File: config.mk
export PLATFORM = sky130hd
export DESIGN_NAME = ex_div
export DESIGN_NICKNAME = d
export VERILOG_FILES = /design/src/rtl/ex_div_pkg.sv /design/src/rtl/ex_div_step.sv /design/src/rtl/ex_div.sv
export SDC_FILE = /design/constraint.sdc
export NUM_CORES = 1
export LEC_CHECK = 0
export CORE_MARGIN = 5
export CORE_UTILIZATION = 50
export CTS_BUF_LIST = sky130_fd_sc_hd__clkbuf_4 sky130_fd_sc_hd__clkbuf_8 sky130_fd_sc_hd__clkbuf_16
export CTS_CLUSTER_DIAMETER = 40
export DETAILED_ROUTE_END_ITERATION = 12
export PLACE_DENSITY_LB_ADDON = 0.12
export RECOVER_POWER = 100
export SYNTH_ARGS = -nofsm -noshare
export SYNTH_HDL_FRONTEND = slang
export SYNTH_SLANG_ARGS = --single-unit
File: constraint.sdc
create_clock -name clk -period 5.8 [get_ports clk]
set_clock_uncertainty 0.2 [all_clocks]
set_input_delay 1.16 -clock clk [delete_from_list [all_inputs] [get_ports clk]]
set_output_delay 1.16 -clock clk [all_outputs]
set_load 0.01 [all_outputs]
File: src/rtl/ex_div_pkg.sv
// ============================================================================
// ex_div_pkg : shared state encodings and constants for the ex_div divider
// Rev 1.0 : initial release
// ============================================================================
`default_nettype none

package ex_div_pkg;

  typedef enum logic [1:0] {
    DIV_FREE   = 2'b00,
    DIV_BYZERO = 2'b01,
    DIV_ON     = 2'b10,
    DIV_END    = 2'b11
  } div_state_e;

  localparam logic RST_ENABLE           = 1'b0;
  localparam logic DIV_RESULT_READY     = 1'b1;
  localparam logic DIV_RESULT_NOT_READY = 1'b0;
  localparam logic DIV_START            = 1'b1;
  localparam logic DIV_STOP             = 1'b0;

  localparam int          DIV_DATA_W   = 32;
  localparam int          DOUBLE_REG_W = 2 * DIV_DATA_W;
  localparam logic [31:0] ZERO_WORD    = 32'h0000_0000;

endpackage

`default_nettype wire

File: src/rtl/ex_div_step.sv
// ============================================================================
// ex_div_step : one restoring-division step (shift in a bit, trial subtract)
// Rev 1.0 : initial release
// ============================================================================
`default_nettype none

module ex_div_step #(
  parameter int DATA_W = 32
) (
  input  logic [DATA_W-1:0] i_rem,
  input  logic              i_bit,
  input  logic [DATA_W-1:0] i_divisor,
  output logic [DATA_W-1:0] o_rem,
  output logic              o_q
);

  logic [DATA_W:0] w_shift;
  logic            w_ge;

  // Remainder stays below the divisor, so either branch fits back into DATA_W.
  assign w_shift = {i_rem, i_bit};
  assign w_ge    = (w_shift >= {1'b0, i_divisor});
  assign o_rem   = w_ge ? DATA_W'(w_shift - {1'b0, i_divisor}) : w_shift[DATA_W-1:0];
  assign o_q     = w_ge;

endmodule

`default_nettype wire

File: src/rtl/ex_div.sv
// ============================================================================
// ex_div : multi-cycle restoring divider (DIV/DIVU), result = {HI rem, LO quot}
// Optional macro EX_DIV_RADIX4_EN: two quotient bits per cycle.
// Rev 1.0 : initial release
// ============================================================================
`default_nettype none

module ex_div
  import ex_div_pkg::*;
#(
  parameter int DATA_W = DIV_DATA_W,
  parameter int CNT_W  = 6
) (
  input  logic                clk,
  input  logic                rst,
  input  logic                signed_div_i,
  input  logic [DATA_W-1:0]   opdata1_i,
  input  logic [DATA_W-1:0]   opdata2_i,
  input  logic                start_i,
  input  logic                annul_i,
  output logic [2*DATA_W-1:0] result_o,
  output logic                ready_o
);

`ifdef EX_DIV_RADIX4_EN
  localparam int STEPS = 2;
`else
  localparam int STEPS = 1;
`endif
  localparam logic [CNT_W-1:0] C_LAST = CNT_W'(DATA_W - STEPS);

  div_state_e          r_state;
  logic [CNT_W-1:0]    r_cnt;
  logic [DATA_W-1:0]   r_dvd;
  logic [DATA_W-1:0]   r_dvs;
  logic [DATA_W-1:0]   r_rem;
  logic [DATA_W-1:0]   r_quot;
  logic                r_neg_q;
  logic                r_neg_r;
  logic [2*DATA_W-1:0] r_res;
  logic [2*DATA_W-1:0] r_result;
  logic                r_ready;

  logic [DATA_W-1:0] w_rem1;
  logic              w_q1;
  logic [DATA_W-1:0] w_rem_nxt;
  logic [DATA_W-1:0] w_quot_nxt;
  logic [DATA_W-1:0] w_dvd_nxt;
  logic [DATA_W-1:0] w_quot_fin;
  logic [DATA_W-1:0] w_rem_fin;
  logic [DATA_W-1:0] w_abs1;
  logic [DATA_W-1:0] w_abs2;

  ex_div_step #(.DATA_W(DATA_W)) u_step0 (
    .i_rem     (r_rem),
    .i_bit     (r_dvd[DATA_W-1]),
    .i_divisor (r_dvs),
    .o_rem     (w_rem1),
    .o_q       (w_q1)
  );

`ifdef EX_DIV_RADIX4_EN
  logic [DATA_W-1:0] w_rem2;
  logic              w_q2;

  ex_div_step #(.DATA_W(DATA_W)) u_step1 (
    .i_rem     (w_rem1),
    .i_bit     (r_dvd[DATA_W-2]),
    .i_divisor (r_dvs),
    .o_rem     (w_rem2),
    .o_q       (w_q2)
  );

  assign w_rem_nxt  = w_rem2;
  assign w_quot_nxt = {r_quot[DATA_W-3:0], w_q1, w_q2};
  assign w_dvd_nxt  = {r_dvd[DATA_W-3:0], 2'b00};
`else
  assign w_rem_nxt  = w_rem1;
  assign w_quot_nxt = {r_quot[DATA_W-2:0], w_q1};
  assign w_dvd_nxt  = {r_dvd[DATA_W-2:0], 1'b0};
`endif

  // Signs are restored on the final step so END only has to publish r_res.
  assign w_quot_fin = r_neg_q ? (~w_quot_nxt + 1'b1) : w_quot_nxt;
  assign w_rem_fin  = r_neg_r ? (~w_rem_nxt + 1'b1) : w_rem_nxt;

  assign w_abs1 = (signed_div_i && opdata1_i[DATA_W-1]) ? (~opdata1_i + 1'b1) : opdata1_i;
  assign w_abs2 = (signed_div_i && opdata2_i[DATA_W-1]) ? (~opdata2_i + 1'b1) : opdata2_i;

  always_ff @(posedge clk) begin
    if (rst == RST_ENABLE) begin
      r_state  <= DIV_FREE;
      r_cnt    <= '0;
      r_dvd    <= '0;
      r_dvs    <= '0;
      r_rem    <= '0;
      r_quot   <= '0;
      r_neg_q  <= 1'b0;
      r_neg_r  <= 1'b0;
      r_res    <= '0;
      r_result <= '0;
      r_ready  <= DIV_RESULT_NOT_READY;
    end else begin
      case (r_state)
        DIV_FREE: begin
          r_ready  <= DIV_RESULT_NOT_READY;
          r_result <= '0;
          if (start_i == DIV_START && !annul_i) begin
            if (opdata2_i == '0) begin
              r_state <= DIV_BYZERO;
            end else begin
              r_state <= DIV_ON;
              r_cnt   <= '0;
              r_dvd   <= w_abs1;
              r_dvs   <= w_abs2;
              r_rem   <= '0;
              r_quot  <= '0;
              r_neg_q <= signed_div_i & (opdata1_i[DATA_W-1] ^ opdata2_i[DATA_W-1]);
              r_neg_r <= signed_div_i & opdata1_i[DATA_W-1];
            end
          end
        end
        DIV_BYZERO: begin
          r_res   <= '0;
          r_state <= DIV_END;
        end
        DIV_ON: begin
          if (annul_i) begin
            r_state <= DIV_FREE;
          end else begin
            r_rem  <= w_rem_nxt;
            r_quot <= w_quot_nxt;
            r_dvd  <= w_dvd_nxt;
            r_cnt  <= r_cnt + CNT_W'(STEPS);
            if (r_cnt == C_LAST) begin
              r_res   <= {w_rem_fin, w_quot_fin};
              r_state <= DIV_END;
            end
          end
        end
        DIV_END: begin
          if (start_i == DIV_STOP) begin
            r_state  <= DIV_FREE;
            r_ready  <= DIV_RESULT_NOT_READY;
            r_result <= '0;
          end else begin
            r_ready  <= DIV_RESULT_READY;
            r_result <= r_res;
          end
        end
        default: r_state <= DIV_FREE;
      endcase
    end
  end

  assign result_o = r_result;
  assign ready_o  = r_ready;

endmodule

`default_nettype wire

# [After elaboration in Yosys (flattened, before gate mapping)]
# Index checks and enable logic that the tools add are counted.
[classes] eq_ne=10 shifts=0 n_bitwise=8 n_mux=32 div=0 n_addsub=6 reduce_logical=13 n_lt_le_gt_ge=1 multipliers=0
[ops] cell="32-bit 2-to-1 mux" n=11
[ops] cell="64-bit one-hot mux with 2 select lines" n=2
[ops] cell="64-bit 2-to-1 mux" n=3
[ops] cell="32-bit by 1-bit adder with 32-bit output (second input constant)" n=4
[ops] cell="32-bit NOT" n=4
[ops] cell="32-bit one-hot mux with 2 select lines" n=2
[ops] cell="31-bit one-hot mux with 2 select lines" n=1
[ops] cell="33-bit by 32-bit >= comparator with 1-bit output" n=1
[ops] cell="32-bit logical NOT" n=1
[ops] cell="32-bit subtractor" n=1
[ops] cell="31-bit 2-to-1 mux" n=1
[ops] cell="6-bit 2-to-1 mux" n=3
[ops] cell="6-bit one-hot mux with 2 select lines" n=1
[ops] cell="2-bit 2-to-1 mux" n=5
[ops] cell="2-bit != test (second input constant)" n=5
[ops] cell="3-bit AND reduction" n=3
[ops] cell="2-bit one-hot mux with 4 select lines" n=1
[ops] cell="6-bit by 1-bit adder with 6-bit output (second input constant)" n=1
[ops] cell="6-bit by 5-bit equality test with 1-bit output (second input constant)" n=1
[ops] cell="2-bit nonzero test" n=3
[ops] cell="2-bit equality test (second input constant)" n=2
[ops] cell="4-bit AND reduction" n=1
[ops] cell="1-bit logical AND" n=3
[ops] cell="3-bit != test (second input constant)" n=1
[ops] cell="other kinds (8)" n=9
[totals] inputBits=69 register_bits=266 rom_bits=0 latch_bits=0 word_cells=81 ramBits=0 memories=0

# [Depth between registers and ports, before layout]
[depth] word_depth=8 depth_mapped=23

# [By module]
# Synthesis repeated with hierarchy kept, for this count alone.
[hier_totals] cells_unflattened=1786 area_unflattened_um2=14390.1
[modules_own_cells] module="ex_div" seq_area_each_um2=5325.1 area_per_inst_um2=12059.1 n_inst=1 cells_each=1463
[modules_own_cells] module="ex_div_step" seq_area_each_um2=0.0 area_per_inst_um2=2331.0 n_inst=1 cells_each=323

# [Worst setup path before layout]
# Ideal clock, no wire load.
[synth_timing] path_kind="reg2reg" start="reg r_dvs[8]" end="reg r_res[62]" arrival_time_ps=4279 slack_ps=1193 path_stages_with_launch=22 n_path_buf=4 required_ps=5473 period_less_slack_ps=4607 cell_sequence="dfxtp_1 > inv_1 > ha_1 > clkbuf_1 > a21o_1 > nand3_1 > o21ai_1 > a21o_4 > a21oi_2 > o21ai_1 > buf_2 > buf_1 > buf_2 > mux2i_1 > ha_1 > inv_1 > nor3_1 > mux2i_1 > nand4b_1 > o41ai_2 > xor2_1 > o21ai_1"
[synth_between] elab_chain_cells=8 word_cells_on_any_way=9 classes_between="2 x add/sub; 1 x order compare; 5 x mux; 1 x bitwise"
[synth_lines] element="from (decl)" line="ex_div.sv:35" source="logic [DATA_W-1:0] r_dvs;"
[synth_lines] element="from (signal assigned)" line="ex_div.sv:115" source="r_dvs <= w_abs2;"
[synth_lines] element="32-bit subtractor / 33-bit by 32-bit >= comparator with 1-bit output (equally long branches)" line="ex_div_step.sv:23, ex_div_step.sv:22"
[synth_lines] element="32-bit 2-to-1 mux *" line="ex_div_step.sv:23" source="assign o_rem = w_ge ? DATA_W'(w_shift - {1'b0, i_divisor}) : w_shift[DATA_W-1:0];"
[synth_lines] element="32-bit NOT" line="ex_div.sv:85" source="assign w_rem_fin = r_neg_r ? (~w_rem_nxt + 1'b1) : w_rem_nxt;"
[synth_lines] element="32-bit by 1-bit adder with 32-bit output" line="ex_div.sv:85"
[synth_lines] element="32-bit 2-to-1 mux *" line="ex_div.sv:85"
[synth_lines] element="64-bit 2-to-1 mux *" line="ex_div.sv:135" source="if (r_cnt == C_LAST) begin"
[synth_lines] element="64-bit 2-to-1 mux *" line="ex_div.sv:128" source="if (annul_i) begin"
[synth_lines] element="64-bit one-hot mux with 2 select lines *" line="ex_div.sv:104" source="case (r_state)"
[synth_lines] element="to (signal assigned)" line="ex_div.sv:136" source="r_res <= {w_rem_fin, w_quot_fin};"
[synth_lines] element="to (decl)" line="ex_div.sv:40" source="logic [2*DATA_W-1:0] r_res;"
# Every way passes the cells marked *; elsewhere a longest branch is shown, timed or not. The select of a mux whose other input is x is not followed.
# A chain may end at the register's enable or synchronous reset.

# [Final worst setup path]
[layout_timing] start="reg r_rem[5]" end="reg r_res[63]"
[layout_between] elab_chain_cells=8 word_cells_on_any_way=9 classes_between="2 x add/sub; 1 x order compare; 5 x mux; 1 x bitwise"
[layout_lines] element="from (decl)" line="ex_div.sv:36" source="logic [DATA_W-1:0] r_rem;"
[layout_lines] element="from (signal assigned)" line="ex_div.sv:131" source="r_rem <= w_rem_nxt;"
[layout_lines] element="32-bit subtractor / 33-bit by 32-bit >= comparator with 1-bit output (equally long branches)" line="ex_div_step.sv:23, ex_div_step.sv:22"
[layout_lines] element="32-bit 2-to-1 mux *" line="ex_div_step.sv:23"
[layout_lines] element="32-bit NOT" line="ex_div.sv:85"
[layout_lines] element="32-bit by 1-bit adder with 32-bit output" line="ex_div.sv:85"
[layout_lines] element="32-bit 2-to-1 mux *" line="ex_div.sv:85"
[layout_lines] element="64-bit 2-to-1 mux *" line="ex_div.sv:135"
[layout_lines] element="64-bit 2-to-1 mux *" line="ex_div.sv:128"
[layout_lines] element="64-bit one-hot mux with 2 select lines *" line="ex_div.sv:104"
# Marks and branches as above.

==> qor.yml <==
status: "finished with violations"
violations: "max-capacitance violations, max-slew violations"
grt_first_pass_wirelength_um: 65100
stdcell_area_sq_mm: 0.0182
crit_family: "compound AO/OA/AOI/OAI gates"
htree_levels: 2
grt_pass1_vias: 12600
min_period_over_period_pct: 90.2
synthMuxAreaShare_pct: 1.93
synth_top_flop_cell: "dfxtp_1"
hp-start: "r_res[51]$_SDFFE_PN0P_"
synth_xor_area_share_pct: 7.93
numCtsBuffers: 42
diodes: 0
firstDrtPassIters: 5
synth_top_family_by_area: "compound AO/OA/AOI/OAI gates"
cts_buffer_depth: 3
drc: 0
dpl.hpwl_um: 28000
drtIter0Drc: 797
initial_core_util_pct: 50.2
synth-compound-area-share_pct: 24.3
synth_area_leaders: "dfxtp_1 35%, a22oi_1 7.6%, nor2b_1 6.3%, nand2_1 5.6%, xor2_1 4.1%"
start_kind: "register"
synth-adder-area-share_pct: 3.50
hp-class: "register to register"
syn_area_sq_mm: 0.0152
final_net_count: 2045
portBuffers: 133
synth-seq-cells: 266
startpoint: "r_rem[5]$_SDFFE_PN0P_"
cp_data_arrival_time_ns: 5.45
slew-limit-headroom_pct: -102
hold_viol: 0
cts_root_buffer: "clkbuf_16"
crit_slowest_cell: "o21ai_4"
rsz0062_at_grt: "no"
drt_wl_total_um: 39800
boundaryPins: 134
fmax_mhz: 191
cts.sinks: 266
power_density_mw_per_mm2: 359
tns_ns: 0
async_flop_share_pct: 0
drive_gt1_share_pct: 6.52
slew_viol_final: 42
die_w_um: 185
criticalPathCategory: "register to register"
grt_usage_pct: 22.7
worst_pin_slew_ns: 3.02
syn_nets: 1962
crit_buf_inv: 2
synth_cells: 1851
p_leak_nw: 7.05
grt_start_max_net_pins: 117
postCtsSetupRepairBufs: 0
clk_pin_slew_ns: 0.06
insertion_delay_ns: 0.54
finalSetupViolCount: 0
critPathCaptureType: "register"
tritoncts: "done"
yosysTopAreaCell: "dfxtp_1"
core_sq_mm: 0.0303
synth-simple-area-share_pct: 22.7
ctsResizeCount: 0
postSynthAreaPerCell_sq_um: 8.24
rows: 64
cp_cell_sequence: "ha_1 > a21o_1 > nand2_1 > o21ai_0 > a21o_4 > a21oi_1 > o21ai_4 > inv_1 > clkbuf_1 > nor4_1 > o211ai_1 > nor4_1 > mux2i_1 > nand2_1"
post_dp_cell_area_sq_mm: 0.0168
ctsHoldBuffers: 0
via_per_inst: 5.76
worst_slack_ns: 0.570
place_congestion: 0.910
grt_overflow_total: 0
peakVddDrop_mv: 0.289
ys_types: 83
die_y_um: 185
antenna_found_initial: 0
drv_cap: 1
ant_nets: 0
path_max_fanout: 23
final_core_util_pct: 59.8
dieArea_sq_mm: 0.0341
fin_crit_ns: 5.23
num_vias: 13600
r2r_start: "r_rem[5]$_SDFFE_PN0P_"
cp.required_ns: 6.01
ys_warn_count: 0
max_stage_delay_ns: 0.69
seq_area_frac_synth_pct: 34.9
area_growth_pct: 19.1
synth_edf_count: 0
dp_slack_ns: 0.712
wl_per_cell_um: 16.9
synth_top_area_share_pct: 34.9
==> sequential cells by signal (all words and copies together) (netlist names) <==
| signal | count |
|---|---|
| r_res | 64 |
| r_cnt | 6 |
| r_state | 2 |
| ready_o | 1 |
| r_dvd | 32 |
| r_neg_q | 1 |
| r_neg_r | 1 |
| result_o | 64 |
| r_quot | 31 |
| r_rem | 32 |
| r_dvs | 32 |
==> metrics by stage <==
stage,instances,hold WS [ns],power (W)
after floorplan,1851,0.225,0.00351
final,2359,0.248,0.00651
after CTS,2359,0.247,0.00660
after detailed placement,2286,0.239,0.00403
after global routing,2359,0.272,0.00685
after global placement,2286,0.235,0.00401
==> Yosys cell counts, types with 5 or more instances <==
| cell type | number |
|---|---|
| a22oi_1 | 155 |
| and3_1 | 29 |
| inv_1 | 63 |
| a211o_1 | 5 |
| nand4_1 | 12 |
| a211oi_1 | 6 |
| nor2_1 | 68 |
| dfxtp_1 | 266 |
| buf_4 | 6 |
| nor2b_1 | 153 |
| nand2b_1 | 7 |
| a21oi_1 | 65 |
| nand2_1 | 228 |
| nor3b_1 | 7 |
| o21bai_1 | 5 |
| o41ai_2 | 5 |
| buf_2 | 13 |
| o41ai_1 | 9 |
| o211a_1 | 12 |
| o211ai_1 | 6 |
| nor3_1 | 36 |
| xnor2_1 | 67 |
| and2_1 | 33 |
| o21ai_0 | 105 |
| mux2i_1 | 26 |
| or3_1 | 13 |
| o31ai_1 | 28 |
| nand3_1 | 20 |
| and4_1 | 5 |
| a21o_1 | 14 |
| a221oi_1 | 10 |
| clkbuf_1 | 96 |
| nor4_1 | 14 |
| a21boi_0 | 10 |
| ha_1 | 41 |
| o21ai_1 | 16 |
| o21a_1 | 8 |
| xor2_1 | 71 |
| a21boi_1 | 25 |
| or4_1 | 15 |
| a31oi_1 | 9 |
==> placed cells by master, fill, tap and decap left out, types with 12 or more instances in the layout <==
master	synthesis	final
dfxtp_1	266	266
nand2_1	228	228
a22oi_1	155	155
nor2b_1	153	153
o21ai_0	105	110
xor2_1	71	71
nor2_1	68	68
xnor2_1	67	67
dlygate4sd3_1	0	67
clkdlybuf4s50_1	0	65
a21oi_1	65	64
inv_1	63	63
clkbuf_16	0	43
ha_1	41	40
nor3_1	36	37
a21boi_0	10	33
and3_1	29	29
o31ai_1	28	28
mux2i_1	26	26
nand3_1	20	20
and2_0	0	19
buf_4	6	19
or4_1	15	17
and2_1	33	14
a21o_1	14	14
nor4_1	14	14
or3_1	13	13
o41ai_1	9	13
nand4_1	12	12
o211a_1	12	12
==> cell type report <==
cell class	count	area, sq um
clock buffer	52	1170
clock inverter	21	273
fill	2769	12200
inverter	63	236
multi-input combinational	1403	9160
sequential	266	5330
tap	396	495
timing repair buffer	158	1500
==> cell families (layout without fill, tap and decap cells) <==
logic type | Yosys count | in the layout
AOI/OAI and AO/OA | 532 | 532
xor gates and xnor gates | 138 | 138
adders and majority gates | 42 | 42
buffers and inverters | 182 | 294
DFF | 266 | 266
muxes | 29 | 29
and+or+nand+nor | 662 | 662
==> final timing paths <==
kind	slack [ns]	endpoint	cells after the start
setup / recovery	0.57	r_res[63]$_SDFFE_PN0P_	14
hold / removal	0.25	r_res[51]$_SDFFE_PN0P_	2
hold reg to reg	0.25	r_res[51]$_SDFFE_PN0P_	2
setup reg to reg	0.57	r_res[63]$_SDFFE_PN0P_	14
==> metal layers <==
metal / share of wire, % / wire length (um) / global-route usage [%] / up-vias
li1: - / - / - / 6798
met1: 49 / 19600 / 33.7 / 6351
met2: 43 / 17100 / 35.0 / 367
met3: 5.7 / 2280 / 2.84 / 61
met4: 2.1 / 818 / 6.05 / 0
met5: 0 / 0 / 0 / -
==> where the power goes <==
part / internal, W / total, W / switching, W
Clock: 0.00163 / 0.00255 / 0.000925
Sequential: 0.00191 / 0.00195 / 0.0000406
Combinational: 0.000680 / 0.00201 / 0.00133
==> worst reg2reg max path: cells and delay by family, from the launching register on <==
kind	cells	cell delay, ns
AO/OA/AOI/OAI	6	1.99
buffers and inverters	2	0.69
AND/OR/NAND/NOR	4	1.15
multiplexers	1	0.24
adder cells (fa/ha/maj)	1	0.49
flip-flops	1	0.37
Note: power is estimated with default switching activity, not from simulation.
